`src/rtl/csplit2_steer_cache.sv`:
```
// csplit2_steer_cache: clocked 1-to-2 drive/free token steering split with per-channel credits.
// Optional macro CSPLIT_STEER_STAT_EN adds per-channel 16-bit dispatch counters.
`default_nettype none

module csplit2_steer_cache #(
   parameter int DATA_W  = 1,
   parameter int CREDITS = 1
) (
   input  logic              clk,
   input  logic              rst,
   input  logic              i_drive,
   input  logic [DATA_W-1:0] i_data,
   input  logic              i_sel,
   output logic              o_free,
   output logic              o_drive0,
   output logic [DATA_W-1:0] o_data0,
   input  logic              i_free0,
   output logic              o_drive1,
   output logic [DATA_W-1:0] o_data1,
   input  logic              i_free1,
   output logic              o_err
`ifdef CSPLIT_STEER_STAT_EN
   ,
   output logic [15:0]       o_cnt0,
   output logic [15:0]       o_cnt1
`endif
);

   typedef enum logic [0:0] {
      ST_EMPTY = 1'b0,
      ST_HELD  = 1'b1
   } state_t;

   localparam logic [2:0] C_CRED = 3'(CREDITS);

   state_t            r_state;
   logic [DATA_W-1:0] r_hold_data;
   logic              r_hold_sel;
   logic [2:0]        r_cred0;
   logic [2:0]        r_cred1;
   logic              r_free;
   logic              r_drive0;
   logic              r_drive1;
   logic [DATA_W-1:0] r_data0;
   logic [DATA_W-1:0] r_data1;
   logic              r_err;

   logic [2:0]        w_cred_sel;
   logic              w_disp;
   logic              w_disp0;
   logic              w_disp1;
   logic              w_sat0;
   logic              w_sat1;
   logic              w_ovf;
   logic [2:0]        w_cred0_nxt;
   logic [2:0]        w_cred1_nxt;

   // Dispatch decision uses the registered credit, so a credit returned at
   // edge j releases a stalled token at edge j+1.
   assign w_cred_sel = r_hold_sel ? r_cred1 : r_cred0;
   assign w_disp     = (r_state == ST_HELD) && (w_cred_sel != 3'd0);
   assign w_disp0    = w_disp && !r_hold_sel;
   assign w_disp1    = w_disp &&  r_hold_sel;

   assign w_sat0 = i_free0 && !w_disp0 && (r_cred0 == C_CRED);
   assign w_sat1 = i_free1 && !w_disp1 && (r_cred1 == C_CRED);
   assign w_ovf  = i_drive && (r_state == ST_HELD);

   always_comb begin
      w_cred0_nxt = r_cred0;
      if (i_free0 && !w_disp0 && !w_sat0) begin
         w_cred0_nxt = r_cred0 + 3'd1;
      end else if (w_disp0 && !i_free0) begin
         w_cred0_nxt = r_cred0 - 3'd1;
      end
   end

   always_comb begin
      w_cred1_nxt = r_cred1;
      if (i_free1 && !w_disp1 && !w_sat1) begin
         w_cred1_nxt = r_cred1 + 3'd1;
      end else if (w_disp1 && !i_free1) begin
         w_cred1_nxt = r_cred1 - 3'd1;
      end
   end

   always_ff @(posedge clk or negedge rst) begin
      if (!rst) begin
         r_state     <= ST_EMPTY;
         r_hold_data <= '0;
         r_hold_sel  <= 1'b0;
         r_cred0     <= C_CRED;
         r_cred1     <= C_CRED;
         r_free      <= 1'b0;
         r_drive0    <= 1'b0;
         r_drive1    <= 1'b0;
         r_data0     <= '0;
         r_data1     <= '0;
         r_err       <= 1'b0;
      end else begin
         r_free   <= w_disp;
         r_drive0 <= w_disp0;
         r_drive1 <= w_disp1;
         if (w_disp0) begin
            r_data0 <= r_hold_data;
         end
         if (w_disp1) begin
            r_data1 <= r_hold_data;
         end
         r_cred0 <= w_cred0_nxt;
         r_cred1 <= w_cred1_nxt;
         if (w_ovf || w_sat0 || w_sat1) begin
            r_err <= 1'b1;
         end
         case (r_state)
            ST_EMPTY: begin
               if (i_drive) begin
                  r_hold_data <= i_data;
                  r_hold_sel  <= i_sel;
                  r_state     <= ST_HELD;
               end
            end
            ST_HELD: begin
               // A drive arriving here is an overflow and is simply dropped.
               if (w_disp) begin
                  r_state <= ST_EMPTY;
               end
            end
            default: r_state <= ST_EMPTY;
         endcase
      end
   end

   assign o_free   = r_free;
   assign o_drive0 = r_drive0;
   assign o_drive1 = r_drive1;
   assign o_data0  = r_data0;
   assign o_data1  = r_data1;
   assign o_err    = r_err;

`ifdef CSPLIT_STEER_STAT_EN
   logic [15:0] r_cnt0;
   logic [15:0] r_cnt1;

   always_ff @(posedge clk or negedge rst) begin
      if (!rst) begin
         r_cnt0 <= 16'd0;
         r_cnt1 <= 16'd0;
      end else begin
         if (w_disp0) begin
            r_cnt0 <= r_cnt0 + 16'd1;
         end
         if (w_disp1) begin
            r_cnt1 <= r_cnt1 + 16'd1;
         end
      end
   end

   assign o_cnt0 = r_cnt0;
   assign o_cnt1 = r_cnt1;
`endif

endmodule

`default_nettype wire
```
`config.mk`:
```
export PLATFORM = sky130hd
export DESIGN_NAME = csplit2_steer_cache
export DESIGN_NICKNAME = d
export VERILOG_FILES = /design/src/rtl/csplit2_steer_cache.sv
export SDC_FILE = /design/constraint.sdc
export NUM_CORES = 1
export LEC_CHECK = 0
export ABC_AREA = 1
export BUFFER_PORTS_ARGS = -buffer_cell sky130_fd_sc_hd__buf_4
export CAP_MARGIN = 30
export CORE_ASPECT_RATIO = 0.75
export CORE_MARGIN = 8
export CORE_UTILIZATION = 50
export DETAILED_ROUTE_END_ITERATION = 8
export GPL_ROUTABILITY_DRIVEN = 0
export PLACE_DENSITY = 0.71
export SLEW_MARGIN = 20
export SYNTH_ARGS = -nofsm -noshare
export SYNTH_HDL_FRONTEND = slang
export SYNTH_SLANG_ARGS = --single-unit
```
`constraint.sdc`:
```
create_clock -name clk -period 3.7 [get_ports clk]
set_input_delay 0.185 -clock clk [delete_from_list [all_inputs] [get_ports clk]]
set_output_delay 0.185 -clock clk [all_outputs]
set_load 0.05 [all_outputs]
```
## Word level (Yosys, flattened, before mapping)

Cells that the tools add are included.

- Register bits after elaboration: 15
- Input port bits: 7
- Output and inout port bits: 6

- Add/sub/neg operators: 4
- Eq/ne operators: 2
- Muxes and demuxes: 8
- Bitwise logic cells: 1
- Reductions and logical operators: 25

Operator list:

| kind | count |
|---|---|
| 2-to-1 mux 3 bit | 5 |
| logical AND 1 bit | 12 |
| zero test 1 bit | 7 |
| adder 3 x 1 -> 3 bit, second input constant | 2 |
| == test 3 x 1 -> 1 bit, second input constant | 2 |
| subtractor 3 x 1 -> 3 bit, second input constant | 2 |
| nonzero test 2 bit | 2 |
| nonzero test 3 bit | 1 |
| logical OR 1 bit | 2 |
| 2-to-1 mux 1 bit | 2 |
| one-hot mux 1 bit (2 select lines) | 1 |
| AND reduction 2 bit | 1 |
| NOT 1 bit | 1 |

## Longest topological paths before layout

Gate-level depths: netlist of the first run.

- Depth after elaboration: 10
- Mapped depth: 10

## Worst setup path after synthesis of the first run

Ideal clock, no wire load.

- Path kind: reg2reg
- Start point: reg r_cred0[0]
- End point: reg r_cred0[2]
- Data arrival time: 1.165 ns
- Data required time: 3.583 ns
- Path slack: 2.418 ns
- Stages on the path, launching flop included: 10
- Buffers on the path: 0
- Period minus slack after synthesis: 1.282 ns
- Cell sequence: dfstp_2 -> nor2_1 -> nand2_4 -> nand4_4 -> inv_4 -> nand2_4 -> nand2_4 -> inv_2 -> nand2_1 -> nand2_1

- Longest elaborated chain between the ends: 10
- Elaborated cells on any way between the ends: 16

RTL lines:

| what | line | text |
|---|---|---|
| from (decl) | 39 | `logic [2:0] r_cred0;` |
| from (signal assigned) | 110 | `r_cred0 <= w_cred0_nxt;` |
| 2-to-1 mux 3 bit * | 60 | `assign w_cred_sel = r_hold_sel ? r_cred1 : r_cred0;` |
| nonzero test 3 bit * | 61 | `assign w_disp = (r_state == ST_HELD) && (w_cred_sel != 3'd0);` |
| logical AND 1 bit * | 61 |  |
| logical AND 1 bit * | 62 | `assign w_disp0 = w_disp && !r_hold_sel;` |
| net w_disp0 | 50 | `logic w_disp0;` |
| zero test 1 bit | 65, 71 |  |
| logical AND 1 bit | 65, 71 |  |
| logical AND 1 bit | 65 | `assign w_sat0 = i_free0 && !w_disp0 && (r_cred0 == C_CRED);` |
| zero test 1 bit | 71 | `if (i_free0 && !w_disp0 && !w_sat0) begin` |
| logical AND 1 bit | 71 |  |
| 2-to-1 mux 3 bit / nonzero test 2 bit (equally long branches) | - |  |

Mark *: on every way through the listed nets, which the timed path passes. The rest lies on a longest branch. The select of a mux whose other input is x is not followed.
A chain may end at the register's enable or synchronous reset.

## Final worst setup path of the first run

- Start point: reg r_cred0[0]
- End point: reg r_cred0[1]

- Longest elaborated chain between the ends: 10
- Elaborated cells on any way between the ends: 16

RTL lines:

| what | line |
|---|---|
| 2-to-1 mux 3 bit | 60 |
| nonzero test 3 bit | 61 |
| logical AND 1 bit | 61 |
| logical AND 1 bit | 62 |
| zero test 1 bit | 65, 71 |
| logical AND 1 bit | 65, 71 |
| logical AND 1 bit | 65 |
| zero test 1 bit | 71 |
| logical AND 1 bit | 71 |
| 2-to-1 mux 3 bit / nonzero test 2 bit (equally long branches) | - |

Several ways; a longest one is shown, not always the timed one. The select of a mux whose other input is x is not followed.

==> impl_metrics.tcl, run 1 <==
set metrics [dict create \
    crit_top_cell "nand2_1" \
    synth_fp_nets 111 \
    slowest_delay_ns 0.57 \
    cts_tree "built" \
    p_leak_nw 0.562 \
    hpwl_um 1350 \
    yosys_register_bits 15 \
    worstPathCellList "nor2_1, nand2_4, nand4_4, nand3_2, nand2_1, o21ai_0, nand2_1" \
    hold_path_class "in2reg" \
    initial_utilization_pct 52.1 \
    skew_ns 0.00210 \
    area_growth_pct 17.4 \
    ioPinCount 13 \
    nets 129 \
    cts_sinks 15 \
    cp_max_fo 6 \
    cts_resized 0 \
    utilization_pct 61.2 \
    hold_ws_ns 0.137 \
    core_um2 1690 \
    grt_pass1_vias 640 \
    clk_pin_slew_ns 0.08 \
    worstSetupPathType "reg2reg" \
    antenna_found_initial 0 \
    grt_pass1_wl_um 2790 \
    rows 13 \
    yosys.cell_types.count 20 \
    clock-root-buffer "clkbuf_4" \
    port_buffers 12 \
    seq_area_frac_synth_pct 42.8 \
    crit_arrival_ns 1.58 \
    diodes 0 \
    drv_slew 0 \
    fillers 160 \
    grt_use_total_pct 10.5 \
    clockBufferDepth 2 \
    wirelength_um 1640 \
    postRouteAntennaNets 0 \
    syn_area_per_cell_um2 9.00 \
    rsz0062_at_grt "false" \
    maxSlewHeadroom_pct 81.5 \
    synthCells 98 \
    dpl-instance-area_um2 1000 \
    placed_cells 132 \
    power_density_nw_per_um2 844 \
    setup_viol 0 \
    yosysWarnings 0 \
    cp.required_ns 3.87 \
    ir_drop_mv 0.426 \
    numCtsBuffers 3 \
    cts_htree_levels 1 \
    end_kind "flop" \
    drive_gt1_share_pct 29.6 \
    cp_slowest_cell "dfstp_2" \
    final-hold-violation-count 0 \
    drt_iter0_drc 27 \
    drt-pass1-iter-count 4 \
    worst_pin_slew_ns 0.278 \
    grt_max_degree 16 \
    start_kind "flop" \
    clock_latency_ns 0.28 \
    grt_overflow_total 0 \
    stdcell_count 137 \
    viasPerCell 4.92 \
    drc 0 \
    status "complete, no violations" \
    fin_setup_tns_ns 0 \
    synth_area_um2 882 \
    dieHeight_um 52.4 \
    routedWlPerCell_um 11.9 \
    fin_crit_ns 1.41 \
    timing.fmax_mhz 708 \
    vias 674 \
    fin_crit_sh_pct 38.2 \
    dieArea_um2 3380 \
    cap_violations 0 \
    die_x_um 64.5 \
    postLayoutCellArea_um2 1040 \
]
metal layers:
layer | wire [um] | GRT usage [%] | up-vias
met5 | 0 | 0 | -
met3 | 88 | 4.70 | 5
met2 | 685 | 15.8 | 12
met1 | 843 | 13.3 | 310
met4 | 19 | 3.25 | 0
li1 | - | - | 347
synthesized netlist by cell type:
cell type,n,area share [%]
xnor2_1,2,2.0
nor2_1,7,3.0
nand4_4,2,4.8
dfstp_2,2,6.0
nand2_1,28,12
inv_4,1,0.71
nor2_4,1,1.3
o21ai_0,2,1.1
mux2_2,1,1.3
dfrtp_1,13,37
xor2_1,2,2.0
nand2_2,2,1.4
inv_2,4,1.7
nand4_1,4,2.8
nand3_1,4,2.3
inv_1,9,3.8
nand3_2,2,2.3
a21oi_1,2,1.1
nand2_4,4,5.1
ha_1,6,8.5
registers in the layout, indices dropped and copies added, names as in the netlist:
name and count:
o_data0 1, o_drive0 1, o_drive1 1, r_hold_data 1
o_data1 1, r_hold_sel 1, r_cred1 3, r_state 1
o_free 1, o_err 1, r_cred0 3
through the flow:
| step | worst slack [ns] | total power, W |
|---|---|---|
| finish | 2.29 | 0.000874 |
| global route | 2.20 | 0.000954 |
| CTS | 2.29 | 0.000882 |
| detailed placement | 2.30 | 0.000790 |
| global placement | 2.33 | 0.000779 |
| floorplan | 2.42 | 0.000675 |
placed cells by master (no fill, tap or decap), types with 3 or more instances in the layout:
cell,instances
nand2_1,28
dfrtp_1,13
buf_4,12
inv_1,9
nor2_1,7
ha_1,6
inv_2,4
nand2_4,4
nand4_1,4
nand3_1,4
clkbuf_4,3
worst max-delay path, delay by kind of cell (launching register included):
| family | cells | cell delay, ns |
|---|---|---|
| flops | 1 | 0.57 |
| simple gates | 6 | 0.64 |
| compound gates | 1 | 0.09 |
layout make-up:
class / instances / area (um^2) / area share [%]
Clock buffer: 4 / 26.3 / 2.54
Sequential cell: 15 / 378 / 36.5
Timing Repair Buffer: 13 / 100 / 9.66
Inverter: 14 / 55.1 / 5.31
Tap cell: 22 / 27.5 / 2.66
Multi-Input combinational cell: 69 / 449 / 43.4
repair_timing:
item,4_1_cts,5_1_grt
hold buffers,1,0
endpoints found under the hold margin,15,0
buffers inserted,0,0
worst paths after layout:
path / cells past startpoint / end / from / slack (ns)
worst min register to register: 2 / o_data0$_DFFE_PN0P_ / o_data0$_DFFE_PN0P_ / 0.50
worst min-delay path: 2 / r_hold_data$_DFFE_PN0P_ / i_data / 0.14
worst max-delay path: 7 / r_cred0[1]$_DFFE_PN0P_ / r_cred0[0]$_DFFE_PN1P_ / 2.29
worst max register to register: 7 / r_cred0[1]$_DFFE_PN0P_ / r_cred0[0]$_DFFE_PN1P_ / 2.29
max in group asynchronous: 2 / r_cred0[0]$_DFFE_PN1P_ / rst / 3.16
min in group asynchronous: 2 / r_state$_DFF_PN0_ / rst / 0.29
kinds of logic (layout without fill, tap and decap cells):
logic type      count (synthesis)  count (layout)  share of synthesized area [%]
flops                          15              15                           42.8
mux                             1               1                           1.28
compound gates                  4               4                           2.27
fa+ha+maj                       6               6                           8.51
buf+inv                        14              31                           6.24
xor+xnor                        4               4                           3.97
simple gates                   54              54                           34.9
power by group:
| group | internal (W) | switching, W |
|---|---|---|
| clock network | 0.0000418 | 0.0000472 |
| registers | 0.000241 | 0.0000758 |
| logic | 0.000174 | 0.000295 |
| total | 0.000456 | 0.000418 |
Note: power is estimated with default switching activity, not from simulation.
==> run 2: changes to the inputs <==
--- a/config.mk
+++ b/config.mk
@@ -5,15 +5,14 @@
 export SDC_FILE = /design/constraint.sdc
 export NUM_CORES = 1
 export LEC_CHECK = 0
-export ABC_AREA = 1
+export ABC_AREA = 0
 export BUFFER_PORTS_ARGS = -buffer_cell sky130_fd_sc_hd__buf_4
 export CAP_MARGIN = 30
-export CORE_ASPECT_RATIO = 0.75
 export CORE_MARGIN = 8
 export CORE_UTILIZATION = 50
 export DETAILED_ROUTE_END_ITERATION = 8
 export GPL_ROUTABILITY_DRIVEN = 0
-export PLACE_DENSITY = 0.71
+export PLACE_DENSITY = 0.72
 export SLEW_MARGIN = 20
 export SYNTH_ARGS = -nofsm -noshare
 export SYNTH_HDL_FRONTEND = slang
==> constraint.sdc (replaced) <==
create_clock -name clk -period 1.4 [get_ports clk]
set_input_delay 0.07 -clock clk [delete_from_list [all_inputs] [get_ports clk]]
set_output_delay 0.07 -clock clk [all_outputs]
set_load 0.05 [all_outputs]
==> impl_metrics.tcl, run 2 <==
set metrics [dict create \
    status "complete, but fails checks" \
    violations "setup timing" \
    initial_utilization_pct 54.3 \
    dieHeight_um 56.9 \
    clk_pin_slew_ns 0.09 \
    yosys_register_bits 15 \
    fin_crit_ns 1.41 \
    yosys.cell_types.count 26 \
    synth_mux_area_share_pct 2.69 \
    setup_viol 1 \
    cts_htree_levels 1 \
    fillers 120 \
    r2r_cells 4 \
    clock_latency_ns 0.28 \
    grt_pass1_vias 665 \
    async_flop_share_pct 100 \
    pre_cts_slack_ns -0.0595 \
    synth_top_family_by_area "simple AND/OR/NAND/NOR gates" \
    yosysMostFrequentCell "dfrtp_1" \
    grt_use_total_pct 10.8 \
    drt_iter0_drc 11 \
    synth_edf_count 0 \
    grt_pass1_wl_um 2880 \
    power_density_nw_per_um2 2430 \
    synth_area_um2 837 \
    cap_violations 0 \
    drv_slew 0 \
    fin_crit_sh_pct 101 \
    drt-pass1-iter-count 4 \
    drc 0 \
    postRouteAntennaNets 0 \
    ioPinCount 13 \
    p_leak_nw 0.499 \
    layout_commonest_cell "buf_4" \
    diodes 0 \
    syn_area_per_cell_um2 9.73 \
    numCtsBuffers 3 \
    cts_sinks 15 \
    maxSlewHeadroom_pct 77.3 \
    cp.required_ns 1.60 \
    worstSetupPathType "reg2reg" \
    worst_pin_slew_ns 0.340 \
    ys.flop_type "dfrtp_1" \
    antenna_found_initial 0 \
    synth_top_area_share_pct 38.9 \
    rsz0062_at_grt "true" \
    vias 696 \
    dieArea_um2 3240 \
    grt_max_degree 16 \
    rows 14 \
    core_um2 1540 \
    crit_arrival_ns 1.61 \
    hpwl_um 1330 \
    cts_tree "built" \
    start_kind "flop" \
    skew_ns 0.00530 \
    port_buffers 12 \
    final-hold-violation-count 0 \
    reg2reg_to "r_cred1[2]$_DFFE_PN0P_" \
    nets 125 \
    yosysTopAreaCell "dfrtp_1" \
    top_regs "r_cred0 x3, r_cred1 x3" \
    die_x_um 56.9 \
    synthTopCellsByCount "13 x dfrtp_1, 10 x nand2_1, 8 x inv_1" \
    rr_startpoint "r_cred1[2]$_DFFE_PN0P_" \
    yosysWarnings 0 \
    ir_drop_mv 1.67 \
    area_growth_pct 30.6 \
    wirelength_um 1790 \
    setup_ws_ns -0.00921 \
    synth_area_leaders "dfrtp_1 39%, ha_1 9.0%, dfstp_2 6.3%" \
    dpl-instance-area_um2 981 \
    hold_path_class "in2reg" \
    layout_common_cells "19 x buf_4, 11 x dfrtp_1, 10 x nand2_1" \
    clock-root-buffer "clkbuf_4" \
    yosys.area_share.simple_pct 19.9 \
    timing.fmax_mhz 710 \
    routedWlPerCell_um 14.1 \
    viasPerCell 5.48 \
    postLayoutCellArea_um2 1090 \
    drive_gt1_share_pct 36.0 \
    cp_max_fo 5 \
    startpoint "r_cred1[2]$_DFFE_PN0P_" \
    endpoint "r_cred1[2]$_DFFE_PN0P_" \
    end_kind "flop" \
    grt_overflow_total 0 \
    synthAdderAreaFrac_pct 8.97 \
    clockBufferDepth 2 \
    synthCells 86 \
    synth-xor-area-share_pct 2.09 \
    synth_compound_area_share_pct 17.2 \
    seq_area_frac_synth_pct 45.1 \
    r2r_setup_slack_ns -0.009 \
    synth_fp_nets 99 \
]
run 2: layout make-up:
cell class / instances / area (um^2) / area share (%)
Timing Repair Buffer: 22 / 174 / 15.9
Multi-Input combinational cell: 62 / 463 / 42.3
Inverter: 8 / 30.0 / 2.75
Tap cell: 16 / 20.0 / 1.83
Clock buffer: 4 / 26.3 / 2.40
Sequential cell: 15 / 380 / 34.8
run 2: timing repair:
item,CTS,global route
endpoints found under the hold margin,16,0
setup buffers,0,3
hold buffers,2,0
resized for setup,1,12
endpoints found under the setup margin,1,5
pin swaps,0,4
run 2: per-layer routing:
metal / vias up / track usage [%] / wire length (um)
li1: 352 / - / -
met1: 323 / 12.8 / 775
met2: 17 / 17.8 / 898
met3: 4 / 3.15 / 81
met4: 0 / 4.03 / 38
met5: - / 0 / 0
run 2: worst min path at each step:
stage / cells past startpoint / startpoint / endpoint
floorplan: 0 / rst / o_data0$_DFFE_PN0P_
global placement: 1 / rst / r_cred1[1]$_DFFE_PN0P_
detailed placement: 1 / rst / r_cred1[1]$_DFFE_PN0P_
CTS: 3 / i_drive / r_state$_DFF_PN0_
global route: 3 / i_drive / r_state$_DFF_PN0_
finish: 3 / i_drive / r_state$_DFF_PN0_
run 2: power by group:
group	internal (W)	switching (W)	total [W]	leakage, nW
Clock	0.000111	0.000137	0.000248	0.0150
Combinational	0.000686	0.000867	0.00155	0.311
Sequential	0.000666	0.000194	0.000860	0.172
Total	0.00146	0.00120	0.00266	0.499
run 2: cells by family after synthesis:
logic type,Yosys count
and+or+nand+nor,32
AOI/OAI and AO/OA,20
DFF,15
buffers and inverters,9
adders and majority gates,6
xor gates and xnor gates,2
muxes,2
run 2: through the flow:
| stage | cells | setup TNS, ns | total power [W] | util (%) | hold slack [ns] |
|---|---|---|---|---|---|
| after global placement | 118 | 0 | 0.00220 | 63.6 | -0.0673 |
| after CTS | 124 | 0 | 0.00250 | 67.0 | 0.00315 |
| after detailed placement | 118 | -0.0595 | 0.00223 | 63.6 | -0.0634 |
| after floorplan | 86 | 0 | 0.00179 | - | -0.226 |
| after global routing | 127 | -0.123 | 0.00287 | 70.9 | 0.00632 |
| final | 127 | -0.00921 | 0.00266 | 70.9 | 0.0125 |
run 2: critical path: stages (launching register included):
cell      delay (ns)
dfrtp_2         0.45
o311ai_4        0.37
nand3_2         0.11
or3_1           0.32
o211ai_1        0.08
